<file path="src/rtl/gte_flag_sequencer_if.sv">
// Bundle between the GTE flag sequencer and its command/checker/CPU environment.
// Optional GTE_FLAG_STATS_EN adds the error-count clear and counter signals.
interface gte_flag_sequencer_if #(parameter int unsigned TGT_W = 4);
   logic             i_start;
   logic             i_cmdSF;
   logic             i_cmdLM;
   logic             i_cmdIR3Quirk;
   logic             i_chkValid;
   logic [TGT_W-1:0] i_target;
   logic             i_AxPos;
   logic             i_AxNeg;
   logic             i_FPos;
   logic             i_FNeg;
   logic             i_G;
   logic             i_H;
   logic             i_B;
   logic             i_C;
   logic             i_D;
   logic             i_divOvf;
   logic             i_end;
   logic             i_flagWr;
   logic [31:0]      i_flagWrData;
   logic             o_sf;
   logic             o_lm;
   logic             o_forceSF_BFlag;
   logic             o_busy;
   logic             o_done;
   logic [31:0]      o_flag;
`ifdef GTE_FLAG_STATS_EN
   logic             i_errCountClr;
   logic [15:0]      o_errCount;

   modport slave (
      input  i_start, i_cmdSF, i_cmdLM, i_cmdIR3Quirk, i_chkValid, i_target,
             i_AxPos, i_AxNeg, i_FPos, i_FNeg, i_G, i_H, i_B, i_C, i_D,
             i_divOvf, i_end, i_flagWr, i_flagWrData, i_errCountClr,
      output o_sf, o_lm, o_forceSF_BFlag, o_busy, o_done, o_flag, o_errCount
   );
   modport master (
      output i_start, i_cmdSF, i_cmdLM, i_cmdIR3Quirk, i_chkValid, i_target,
             i_AxPos, i_AxNeg, i_FPos, i_FNeg, i_G, i_H, i_B, i_C, i_D,
             i_divOvf, i_end, i_flagWr, i_flagWrData, i_errCountClr,
      input  o_sf, o_lm, o_forceSF_BFlag, o_busy, o_done, o_flag, o_errCount
   );
`else
   modport slave (
      input  i_start, i_cmdSF, i_cmdLM, i_cmdIR3Quirk, i_chkValid, i_target,
             i_AxPos, i_AxNeg, i_FPos, i_FNeg, i_G, i_H, i_B, i_C, i_D,
             i_divOvf, i_end, i_flagWr, i_flagWrData,
      output o_sf, o_lm, o_forceSF_BFlag, o_busy, o_done, o_flag
   );
   modport master (
      output i_start, i_cmdSF, i_cmdLM, i_cmdIR3Quirk, i_chkValid, i_target,
             i_AxPos, i_AxNeg, i_FPos, i_FNeg, i_G, i_H, i_B, i_C, i_D,
             i_divOvf, i_end, i_flagWr, i_flagWrData,
      input  o_sf, o_lm, o_forceSF_BFlag, o_busy, o_done, o_flag
   );
`endif
endinterface

</file>
<file path="src/rtl/gte_flag_sequencer.sv">
// Drives the shared GTE overflow checker per result and accumulates the sticky FLAG register.
// Optional GTE_FLAG_STATS_EN adds a saturating count of commands that ended with FLAG[31] set.
module gte_flag_sequencer #(
   parameter int unsigned TGT_W = 4
) (
   input  logic                 i_clk,
   input  logic                 i_rst,
   gte_flag_sequencer_if.slave  bus
);
   typedef enum logic [1:0] {ST_IDLE, ST_RUN, ST_DONE} state_t;

   state_t      r_state;
   logic        r_busy;
   logic        r_done;
   logic        r_cfgSF;
   logic        r_cfgLM;
   logic        r_cfgQuirk;
   logic [30:12] r_flag;
   logic [30:12] w_set;
   logic        w_err;
   logic        w_tgtIR;
   logic        w_unused_wr;

   assign w_unused_wr = ^{bus.i_flagWrData[31], bus.i_flagWrData[11:0]};

   // Map the checker's flags for the current target onto FLAG bit positions
   always_comb begin
      w_set = '0;
      if (bus.i_chkValid) begin
         case (bus.i_target)
            TGT_W'(0):  begin w_set[30] = bus.i_AxPos; w_set[27] = bus.i_AxNeg; end
            TGT_W'(1):  begin w_set[29] = bus.i_AxPos; w_set[26] = bus.i_AxNeg; end
            TGT_W'(2):  begin w_set[28] = bus.i_AxPos; w_set[25] = bus.i_AxNeg; end
            TGT_W'(3):  w_set[24] = bus.i_B;
            TGT_W'(4):  w_set[23] = bus.i_B;
            TGT_W'(5):  w_set[22] = bus.i_B;
            TGT_W'(6):  begin w_set[16] = bus.i_FPos; w_set[15] = bus.i_FNeg; end
            TGT_W'(7):  w_set[14] = bus.i_G;
            TGT_W'(8):  w_set[13] = bus.i_G;
            TGT_W'(9):  w_set[12] = bus.i_H;
            TGT_W'(10): w_set[18] = bus.i_D;
            TGT_W'(11): w_set[21] = bus.i_C;
            TGT_W'(12): w_set[20] = bus.i_C;
            TGT_W'(13): w_set[19] = bus.i_C;
            TGT_W'(14): w_set[17] = bus.i_divOvf;
            default:    w_set = '0;
         endcase
      end
   end

   assign w_tgtIR             = (bus.i_target >= TGT_W'(3)) && (bus.i_target <= TGT_W'(5));
   assign bus.o_sf            = r_cfgSF;
   assign bus.o_lm            = r_cfgLM & w_tgtIR;
   assign bus.o_forceSF_BFlag = r_cfgQuirk & (bus.i_target == TGT_W'(5));

   // IR3, R, G, B and IR0 do not contribute to the error summary
   assign w_err      = (|r_flag[30:23]) | (|r_flag[18:13]);
   assign bus.o_flag = {w_err, r_flag, 12'h000};
   assign bus.o_busy = r_busy;
   assign bus.o_done = r_done;

   // Command sequencing, config latch and FLAG update (start > CPU write > check)
   always_ff @(posedge i_clk) begin
      if (i_rst) begin
         r_state    <= ST_IDLE;
         r_busy     <= 1'b0;
         r_done     <= 1'b0;
         r_cfgSF    <= 1'b0;
         r_cfgLM    <= 1'b0;
         r_cfgQuirk <= 1'b0;
         r_flag     <= '0;
      end else if (bus.i_start) begin
         r_state    <= ST_RUN;
         r_busy     <= 1'b1;
         r_done     <= 1'b0;
         r_cfgSF    <= bus.i_cmdSF;
         r_cfgLM    <= bus.i_cmdLM;
         r_cfgQuirk <= bus.i_cmdIR3Quirk;
         r_flag     <= '0;
      end else begin
         case (r_state)
            ST_IDLE: begin
               r_busy <= 1'b0;
               r_done <= 1'b0;
            end
            ST_RUN: begin
               if (bus.i_end) begin
                  r_state <= ST_DONE;
                  r_busy  <= 1'b0;
                  r_done  <= 1'b1;
               end
            end
            ST_DONE: begin
               r_state <= ST_IDLE;
               r_done  <= 1'b0;
            end
            default: begin
               r_state <= ST_IDLE;
               r_busy  <= 1'b0;
               r_done  <= 1'b0;
            end
         endcase
         if (bus.i_flagWr) begin
            r_flag <= bus.i_flagWrData[30:12];
         end else if (r_state == ST_RUN) begin
            r_flag <= r_flag | w_set;
         end
      end
   end

`ifdef GTE_FLAG_STATS_EN
   logic [15:0] r_errCount;

   // Saturating count of commands completing with the error summary set
   always_ff @(posedge i_clk) begin
      if (i_rst || bus.i_errCountClr) begin
         r_errCount <= '0;
      end else if ((r_state == ST_DONE) && w_err && (r_errCount != 16'hFFFF)) begin
         r_errCount <= r_errCount + 16'd1;
      end
   end

   assign bus.o_errCount = r_errCount;
`endif
endmodule

</file>
<file path="src/flat_wrapper.sv">
// flat-port wrapper written by rule: the top's interface ports become plain ports
module gte_flag_sequencer_flat 
#(
   parameter int unsigned TGT_W = 4
)
  (i_clk, i_rst, bus_i_start, bus_i_cmdSF, bus_i_cmdLM, bus_i_cmdIR3Quirk, bus_i_chkValid, bus_i_target, bus_i_AxPos, bus_i_AxNeg, bus_i_FPos, bus_i_FNeg, bus_i_G, bus_i_H, bus_i_B, bus_i_C, bus_i_D, bus_i_divOvf, bus_i_end, bus_i_flagWr, bus_i_flagWrData, bus_o_sf, bus_o_lm, bus_o_forceSF_BFlag, bus_o_busy, bus_o_done, bus_o_flag);
  gte_flag_sequencer_if #(.TGT_W(TGT_W)) bus_i ();
  input  logic i_clk;
  input  logic i_rst;
  input wire logic [$bits(bus_i.i_start)-1:0] bus_i_start;
  input wire logic [$bits(bus_i.i_cmdSF)-1:0] bus_i_cmdSF;
  input wire logic [$bits(bus_i.i_cmdLM)-1:0] bus_i_cmdLM;
  input wire logic [$bits(bus_i.i_cmdIR3Quirk)-1:0] bus_i_cmdIR3Quirk;
  input wire logic [$bits(bus_i.i_chkValid)-1:0] bus_i_chkValid;
  input wire logic [$bits(bus_i.i_target)-1:0] bus_i_target;
  input wire logic [$bits(bus_i.i_AxPos)-1:0] bus_i_AxPos;
  input wire logic [$bits(bus_i.i_AxNeg)-1:0] bus_i_AxNeg;
  input wire logic [$bits(bus_i.i_FPos)-1:0] bus_i_FPos;
  input wire logic [$bits(bus_i.i_FNeg)-1:0] bus_i_FNeg;
  input wire logic [$bits(bus_i.i_G)-1:0] bus_i_G;
  input wire logic [$bits(bus_i.i_H)-1:0] bus_i_H;
  input wire logic [$bits(bus_i.i_B)-1:0] bus_i_B;
  input wire logic [$bits(bus_i.i_C)-1:0] bus_i_C;
  input wire logic [$bits(bus_i.i_D)-1:0] bus_i_D;
  input wire logic [$bits(bus_i.i_divOvf)-1:0] bus_i_divOvf;
  input wire logic [$bits(bus_i.i_end)-1:0] bus_i_end;
  input wire logic [$bits(bus_i.i_flagWr)-1:0] bus_i_flagWr;
  input wire logic [$bits(bus_i.i_flagWrData)-1:0] bus_i_flagWrData;
  output wire logic [$bits(bus_i.o_sf)-1:0] bus_o_sf;
  output wire logic [$bits(bus_i.o_lm)-1:0] bus_o_lm;
  output wire logic [$bits(bus_i.o_forceSF_BFlag)-1:0] bus_o_forceSF_BFlag;
  output wire logic [$bits(bus_i.o_busy)-1:0] bus_o_busy;
  output wire logic [$bits(bus_i.o_done)-1:0] bus_o_done;
  output wire logic [$bits(bus_i.o_flag)-1:0] bus_o_flag;
  assign bus_i.i_start = bus_i_start;
  assign bus_i.i_cmdSF = bus_i_cmdSF;
  assign bus_i.i_cmdLM = bus_i_cmdLM;
  assign bus_i.i_cmdIR3Quirk = bus_i_cmdIR3Quirk;
  assign bus_i.i_chkValid = bus_i_chkValid;
  assign bus_i.i_target = bus_i_target;
  assign bus_i.i_AxPos = bus_i_AxPos;
  assign bus_i.i_AxNeg = bus_i_AxNeg;
  assign bus_i.i_FPos = bus_i_FPos;
  assign bus_i.i_FNeg = bus_i_FNeg;
  assign bus_i.i_G = bus_i_G;
  assign bus_i.i_H = bus_i_H;
  assign bus_i.i_B = bus_i_B;
  assign bus_i.i_C = bus_i_C;
  assign bus_i.i_D = bus_i_D;
  assign bus_i.i_divOvf = bus_i_divOvf;
  assign bus_i.i_end = bus_i_end;
  assign bus_i.i_flagWr = bus_i_flagWr;
  assign bus_i.i_flagWrData = bus_i_flagWrData;
  assign bus_o_sf = bus_i.o_sf;
  assign bus_o_lm = bus_i.o_lm;
  assign bus_o_forceSF_BFlag = bus_i.o_forceSF_BFlag;
  assign bus_o_busy = bus_i.o_busy;
  assign bus_o_done = bus_i.o_done;
  assign bus_o_flag = bus_i.o_flag;
  gte_flag_sequencer #(.TGT_W(TGT_W)) u_core (.i_clk(i_clk), .i_rst(i_rst), .bus(bus_i));
endmodule
</file>
<file path="config.mk">
export PLATFORM = sky130hd
export DESIGN_NAME = gte_flag_sequencer_flat
export DESIGN_NICKNAME = d
export VERILOG_FILES = /design/src/rtl/gte_flag_sequencer_if.sv /design/src/rtl/gte_flag_sequencer.sv /design/src/flat_wrapper.sv
export SDC_FILE = /design/constraint.sdc
export NUM_CORES = 1
export LEC_CHECK = 0
export CAP_MARGIN = 15
export CORE_ASPECT_RATIO = 0.75
export CORE_UTILIZATION = 35
export DETAILED_ROUTE_END_ITERATION = 10
export PLACE_DENSITY = 0.85
export SLEW_MARGIN = 5
export SYNTH_ARGS = -nofsm -noshare
export SYNTH_HDL_FRONTEND = slang
export SYNTH_SLANG_ARGS = --single-unit
</file>
<file path="constraint.sdc">
create_clock -name i_clk -period 1.6 [get_ports i_clk]
set_clock_uncertainty 0.2 [all_clocks]
set_input_delay 0.32 -clock i_clk [delete_from_list [all_inputs] [get_ports i_clk]]
set_output_delay 0.32 -clock i_clk [all_outputs]
set_load 0.05 [all_outputs]
</file>
Word-level counts from Yosys, hierarchy flattened
Cells that the tools add are included.
{ "op_classes": {"magnitude_cmp": 2, "eq_ne": 20, "mux": 27, "bitwise": 6, "n_reduce_logical": 11} }
{ "ops": {"columns": ["operator", "count"], "rows": [
  ["$mux 19", 3],
  ["$eq 4x4->1 const B", 7],
  ["$mux 1", 20],
  ["$or 19x19->19", 1],
  ["$eq 4x3->1 const B", 4],
  ["$eq 4x2->1 const B", 2],
  ["$reduce_or 8->1", 1],
  ["$ne 2x2->1 const B", 3],
  ["$reduce_and 2->1", 3],
  ["$reduce_or 6->1", 1],
  ["$eq 4x1->1 const B", 1],
  ["$ge 4x2->1 const B", 1],
  ["$le 4x3->1 const B", 1],
  ["$logic_not 4->1", 1],
  ["$mux 2", 2],
  ["$pmux 2 s2", 1],
  ["$ne 3x3->1 const B", 1],
  ["$reduce_or 3->1", 1],
  ["$and 1x1->1", 2],
  ["$eq 2x1->1 const B", 1],
  ["$eq 2x2->1 const B", 1],
  ["$logic_not 2->1", 1],
  ["$not 1->1", 2],
  ["$pmux 1 s2", 1],
  ["other kinds (4)", 4]
]} }
{ "word_totals": {"ff_bits": 26, "in_bits": 55, "out_inout_bits": 37} }

Longest topological paths before layout
Gate-level depths: netlist of run 1.
{ "depth": {"depth_word": 6, "ltp_mapped": 5, "depth_no_buf": 3} }

Worst setup path after synthesis of run 1
Ideal clock, no wire load.
{ "synth_path": {"path_kind": "input port to output port", "from": "input bus_i_target[2]", "to": "output bus_o_lm", "arrival_time_ps": 1449, "slack_ps": -369, "stages": 3, "cell_sequence": "buf_4 > mux2_2 > nor3b_2"} }
{ "synth_via": {"elab_chain_len": 3} }
{ "synth_lines": {"columns": ["element", "line", "source"], "rows": [
  ["from (decl)", "flat_wrapper.sv:15", "input wire logic [$bits(bus_i.i_target)-1:0] bus_i_target;"],
  ["$ge 4x2->1 or $le 4x3->1 (tied branches)", "gte_flag_sequencer.sv:51", "assign w_tgtIR = (bus.i_target >= TGT_W'(3)) && (bus.i_target <= TGT_W'(5));"],
  ["$logic_and 1x1->1 (*)", "gte_flag_sequencer.sv:51", null],
  ["$and 1x1->1 (*)", "gte_flag_sequencer.sv:53", "assign bus.o_lm = r_cfgLM & w_tgtIR;"],
  ["to (decl)", "flat_wrapper.sv:30", "output wire logic [$bits(bus_i.o_lm)-1:0] bus_o_lm;"]
]} }
Every way passes the cells marked *; elsewhere a longest branch is shown, timed or not.

Worst setup path after layout of run 1
{ "layout_path": {"from": "register u_core.r_flag[17] (netlist bit)", "to": "output bus_o_flag[31]"} }
{ "layout_via": {"elab_chain_len": 2} }
{ "layout_lines": {"columns": ["element", "line", "source"], "rows": [
  ["from (decl)", "gte_flag_sequencer.sv:18", "logic [30:12] r_flag;"],
  ["from (signal assigned)", "gte_flag_sequencer.sv:104", "r_flag <= bus.i_flagWrData[30:12];"],
  ["from (signal assigned)", "gte_flag_sequencer.sv:106", "r_flag <= r_flag | w_set;"],
  ["$reduce_or 6->1", "gte_flag_sequencer.sv:57", "assign w_err = (|r_flag[30:23]) | (|r_flag[18:13]);"],
  ["$or 1x1->1", "gte_flag_sequencer.sv:57", null],
  ["to (decl)", "flat_wrapper.sv:34", "output wire logic [$bits(bus_i.o_flag)-1:0] bus_o_flag;"]
]} }
Every way passes these cells.

==> results.toml, run 1 <==
[status]
status = "complete, but fails checks"
violations = "negative setup slack"

[min_path]
holdCritStartpoint = "bus_i_target[3]"
min_path_type = "in -> reg"
min_to = "u_core.r_flag[26]"
hold_path_depth = 3

[floorplanning]
initial_core_util_pct = 36.94
die_y_um = 56.19
core_area_sq_um = 3709
die_area_sq_um = 4171
dieWidth_um = 74.25
row_count = 19
boundaryPins = 92

[cts]
cts_hold_buf = 0
clkTransAtPathRegs_ps = 90
clk_latency_ps = 280
clock_sinks = 26
htreeDepth = 1
root_buffer = "clkbuf_8"
tritoncts.num_buffers = 3
cts_buffer_depth = 2
cts_tree = "built"

[worst_setup_path]
critPathKind = "reg -> out"
slowest_delay_ps = 340
rr_startpoint = "u_core.r_state[0]"
crit_path_max_fanout = 2
arrival_ps = 1230
critical-path-slowest-cell = "dfxtp_2"
ff2ff_path_depth = 4
critPathLaunchType = "flop"
endpoint_kind = "primary output"
worstPathRequired_ps = 1080
crit_chain = "nor4_4 > nand4_1 > buf_6"
rrSetupSlack_ps = 130
worstReg2RegEnd = "u_core.r_flag[15]"

[power]
p_per_area_nw_per_um2 = 673.5
p_leak_nw = 1.072
peakVddDrop_mv = 0.5425

[logic_synthesis]
synthFlopType = "dfxtp_1"
yosysMostFrequentCell = "dfxtp_1"
synth_commonest_cells = "dfxtp_1, a21oi_1, buf_4, o21ai_0, nor2_1"
syn_inst = 158
synth.area.top_cells = "dfxtp_1, buf_4, a21oi_1"
synth_top_area_share_pct = 37.99
synth-seq-area-share_pct = 37.99
synth_top_cell_by_area = "dfxtp_1"
synth_edf_count = 0
ys_ff_latch = 26
syn-cell-area_sq_um = 1370
yosys_warnings = 0
synth.avg_cell_area_sq_um = 8.671
yosysUniqueCellTypes = 35
ys_async_sr_fraction_pct = 0

[global_routing]
grt-ovfl-total = 0
track_usage_pct = 22.51
grt_max_degree = 22
antenna_found_initial = 0
grt_pass1_wl_um = 7148
grt_pass1_vias = 1482

[cells_and_area]
fillers = 275
n_antenna_cell = 0
fin_area_sq_um = 2591
final_layout_size_suffix_gt1_share_pct = 33.75
seq_area_sq_um = 529.3
syn_to_final_growth_pct = 89.13
multiInputGateArea_sq_um = 782.0
nets = 296

[timing]
drv_slew = 0
clock.fmax_mhz = 572.4
fin_hold_ws_ps = 266.6
post-route-period-util_pct = 109.2
min_period_ps = 1747
setup_slack_ps = -147.2
rsz0062_at_grt = "true"
final_hold_viol_count = 0
final-setup-viol-count = 2

[route]
viasPerCell = 5.192
antenna_left = 0
drtIter0Drc = 38
drt-total-wl_um = 4430
detail_route.wl_per_cell_um = 15.17
vias = 1516
dr.pass1.iters = 4
drc = 0

[placement]
dp_hpwl_um = 3263
portBuffers = 66
routabilityCongestion = 0.8041
dpl_worst_slack_ps = -551.8
dpl-instance-area_sq_um = 2440

[job]
cap_viol_max_count = 0
cell type report:
class	count	share of cell area (%)
timing repair buffer	92	44.47
sequential	26	20.42
clock buffer	4	2.125
tap	52	2.511
inverter	2	0.2897
multi-input combinational	116	30.18
how the worst max path moves through the flow:
stage | from | to | slack, ps | depth (start not counted)
floorplan | bus_i_target[2] | bus_o_lm | -160 | 3
CTS | u_core.r_flag[23] | bus_o_flag[31] | -170 | 3
finish | u_core.r_flag[17] | bus_o_flag[31] | -150 | 3
global route | u_core.r_flag[17] | bus_o_flag[31] | -220 | 3
global placement | bus_i_target[1] | bus_o_lm | -510 | 5
detailed placement | bus_i_target[1] | bus_o_lm | -550 | 5
metal layers:
layer | up-vias | track usage (%) | part of all wire (%)
met4 | 0 | 7.008 | 1.7
met2 | 60 | 35.45 | 47
li1 | 727 | - | -
met1 | 721 | 29.35 | 45
met3 | 8 | 6.703 | 6.5
met5 | - | 0 | 0
state kept, by name (all words and copies together), names as in the netlist:
signal and count:
u_core.r_cfgQuirk 1, u_core.r_flag 19, u_core.r_cfgLM 1, u_core.bus.o_done 1, u_core.r_state 2, u_core.bus.o_busy 1, u_core.bus.o_sf 1
repair_timing:
action                     4_1_cts  5_1_grt
gates resized for setup         28       12
setup endpoints to repair        5        5
buffers inserted                 3        0
pin swaps                        4        5
layout by cell type, fill, tap and decap left out, types with 2 or more instances in the layout:
cell type / synthesis / routed
dfxtp_2: 0 / 7
dfxtp_1: 26 / 19
clkbuf_8: 0 / 4
mux2i_1: 3 / 3
and4bb_1: 4 / 4
buf_8: 0 / 2
nor4_4: 0 / 2
a21oi_1: 20 / 20
conb_1: 1 / 12
clkdlybuf4s50_1: 0 / 37
nand4b_1: 3 / 3
nor2_1: 15 / 15
and4b_1: 2 / 2
o21ai_1: 4 / 4
a211oi_1: 2 / 2
buf_4: 16 / 20
nor2b_4: 0 / 2
buf_6: 0 / 5
and3_1: 4 / 3
a31oi_1: 5 / 5
buf_12: 0 / 27
o21ai_0: 16 / 16
a41oi_1: 4 / 4
nand4_1: 3 / 3
critical path: cells and delay by family (launching register included):
family	cells	cell delay, ps
buffers and inverters	1	180
DFF	1	340
and+or+nand+nor	2	430
metrics by stage:
stage | utilization (%) | TNS [ps] | power (mW) | cells
CTS | 69.16 | -236.3 | 1.742 | 292
global route | 69.87 | -301.9 | 1.814 | 292
finish | 69.87 | -185.0 | 1.745 | 292
global placement | 65.79 | -4583 | 1.283 | 285
detailed placement | 65.79 | -5400 | 1.290 | 285
floorplan | - | -158.6 | 1.025 | 169
power breakdown:
group	leakage (nW)	switching, mW	internal (mW)
logic	0.827	0.303	0.297
registers	0.216	0.0354	0.678
clock network	0.0288	0.211	0.220
cell families after synthesis:
| logic type | after synthesis | share of synthesized area, % |
|---|---|---|
| simple gates | 47 | 23.74 |
| flops | 26 | 37.99 |
| mux | 4 | 3.014 |
| compound gates | 53 | 22.47 |
| buf+inv | 27 | 12.51 |
| other cells | 1 | 0.2737 |
(Power assumes the default switching activity.)
==> run 2, diff against run 1 <==
--- a/config.mk
+++ b/config.mk
@@ -9,6 +9,7 @@
 export CORE_ASPECT_RATIO = 0.75
 export CORE_UTILIZATION = 35
 export DETAILED_ROUTE_END_ITERATION = 10
+export GPL_TIMING_DRIVEN = 1
 export PLACE_DENSITY = 0.85
 export SLEW_MARGIN = 5
 export SYNTH_ARGS = -nofsm -noshare
==> results of run 2 <==
The final DEF is identical to that of run 1; final timing and power are the same.
==> run 3, diff against run 2 <==
--- a/config.mk
+++ b/config.mk
@@ -7,10 +7,12 @@
 export LEC_CHECK = 0
 export CAP_MARGIN = 15
 export CORE_ASPECT_RATIO = 0.75
+export CORE_MARGIN = 3
 export CORE_UTILIZATION = 35
 export DETAILED_ROUTE_END_ITERATION = 10
 export GPL_TIMING_DRIVEN = 1
 export PLACE_DENSITY = 0.85
+export SETUP_SLACK_MARGIN = 0.3
 export SLEW_MARGIN = 5
 export SYNTH_ARGS = -nofsm -noshare
 export SYNTH_HDL_FRONTEND = slang
==> run 3 against run 2 <==
The flow still finishes with violations (negative setup slack). Sequential power is 1% lower. Flip-flop and latch count stayed put. Register-to-register slack better by 130 ps. Design area is 11% higher. Critical endpoint unchanged.
==> results.toml, run 3 (same netlist as run 1, synthesis figures left out) <==
[worst_setup_path]
crit_chain = "nor4_4 > nand4_1 > buf_6"
critPathKind = "reg -> out"
worstPathRequired_ps = 1080
worstReg2RegEnd = "u_core.r_flag[12]"
ff2ff_path_depth = 3
critPathLaunchType = "flop"
rr_startpoint = "u_core.r_state[0]"
critical-path-slowest-cell = "dfxtp_4"
critPathBufInv = 1
endpoint_kind = "primary output"
path_delay_family = "simple AND/OR/NAND/NOR gates"
crit_path_max_fanout = 2
rrSetupSlack_ps = 260
slowest_delay_ps = 370
arrival_ps = 1280

[power]
pwr-share-clk_pct = 24.1
p_switching_mw = 0.5909
finalPower_mw = 1.803
combPwrFrac_pct = 36.9
switching_share_pct = 32.77
sequentialPowerShare_pct = 39.0
p_per_area_nw_per_um2 = 624.7
p_leak_nw = 1.208
peakVddDrop_mv = 0.3940
internal_power_mw = 1.212

[timing]
min_period_ps = 1795
rsz0062_at_grt = "true"
clock.fmax_mhz = 557.1
final_hold_viol_count = 0
drv_slew = 0
final-setup-viol-count = 2
post-route-period-util_pct = 112.2
fin_setup_tns_ps = -213.2
setup_slack_ps = -195.1

[cells_and_area]
final_common_cell = "clkdlybuf4s50_1"
nets = 305
mostFrequentLayoutCells = "clkdlybuf4s50_1, buf_12, buf_4"
fin_util_pct = 77.83
n_antenna_cell = 0
largest_reg_flops = 19
final_layout_size_suffix_gt1_share_pct = 49.40
reg_top3 = "u_core.r_flag x19, u_core.r_state x2"
syn_to_final_growth_pct = 110.7
top_register = "u_core.r_flag"

[status]
status = "complete, but fails checks"
violations = "negative setup slack"

[route]
drt-total-wl_um = 5797
viasPerCell = 5.186
dr.pass1.iters = 4
vias = 1561
drtIter0Drc = 127
detail_route.wl_per_cell_um = 19.26
antenna_left = 0
drc = 0

[global_routing]
track_usage_pct = 22.68
antenna_found_initial = 0
grt_pass1_vias = 1503
grt_pass1_wl_um = 8128
grt-ovfl-total = 0
grt_max_degree = 17

[cts]
tritoncts.num_buffers = 3
clkTransAtPathRegs_ps = 100
cts_buffer_depth = 2
cts_tree = "built"
root_buffer = "clkbuf_8"
clock_sinks = 26
htreeDepth = 1
cts_hold_buf = 0
clk_latency_ps = 270

[placement]
dp_hpwl_um = 3433
portBuffers = 66
routabilityCongestion = 0.7865

[floorplanning]
core_area_sq_um = 3709
row_count = 19
initial_core_util_pct = 36.94
dieWidth_um = 78.25
boundaryPins = 92
die_area_sq_um = 4709
die_y_um = 60.19

[min_path]
min_to = "u_core.r_flag[26]"
hold_path_depth = 3
min_path_type = "in -> reg"
holdCritStartpoint = "bus_i_AxNeg"

[job]
cap_viol_max_count = 0
## run 3: cell count changes in the layout (fill, tap and decap cells not counted), moves of 8 or more
cell	previous run	this run
buf_6	5	13
dfxtp_4	0	19
clkdlybuf4s50_1	37	29
dfxtp_1	19	1
## run 3: what timing repair did
item,CTS,global route
buffers inserted,7,8
gates resized for setup,68,30
gates cloned,1,0
pin swaps,7,16
setup endpoints to repair,46,45
## run 3: worst max-delay path by stage
| stage | cells after the start | start | endpoint | slack [ps] |
|---|---|---|---|---|
| floorplan | 3 | bus_i_target[2] | bus_o_lm | -160 |
| global placement | 5 | bus_i_target[1] | bus_o_lm | -520 |
| detailed placement | 5 | bus_i_target[1] | bus_o_lm | -520 |
| CTS | 3 | u_core.r_flag[14] | bus_o_flag[31] | -180 |
| global route | 3 | u_core.r_flag[28] | bus_o_flag[31] | -220 |
| finish | 3 | u_core.r_flag[14] | bus_o_flag[31] | -200 |
## run 3: through the flow
stage	setup WS [ps]	instance area, sq um	hold WS, ps	cells
after floorplan	-158.6	1484	189.1	169
after global placement	-517.2	2441	289.2	281
after detailed placement	-522.8	2441	281.2	281
after CTS	-183.8	2719	217.7	293
after global routing	-223.8	2887	148.2	301
final	-195.1	2887	146.0	301
## run 3: layout make-up
cell class / count / area (sq um)
multi-input combinational: 116 / 890.9
tap: 52 / 65.06
fill: 213 / 822.0
sequential: 26 / 599.3
timing repair buffer: 101 / 1269
inverter: 2 / 7.507
clock buffer: 4 / 55.05
## run 3: worst reg2reg max path, stage by stage (launching register included)
cell     delay, ps
dfxtp_4        400
nor3b_4        290
a41oi_2        170
a21oi_1        190
## run 3: power by group through the flow
stage          Clock (mW)  Combinational [mW]  Sequential, mW
5_1_grt             0.471               0.692           0.707
3_5_place_dp            0               0.561           0.721
2_1_floorplan           0               0.235           0.790
6_report            0.434               0.666           0.704
4_1_cts             0.437               0.614           0.706
3_3_place_gp            0               0.553           0.720
## run 3: metal layers
metal / routed length (um) / vias to the layer above / GRT usage, %
li1: - / 739 / -
met1: 2510 / 756 / 29.47
met2: 2861 / 54 / 38.05
met3: 289 / 12 / 5.572
met4: 135 / 0 / 5.985
met5: 0 / - / 0
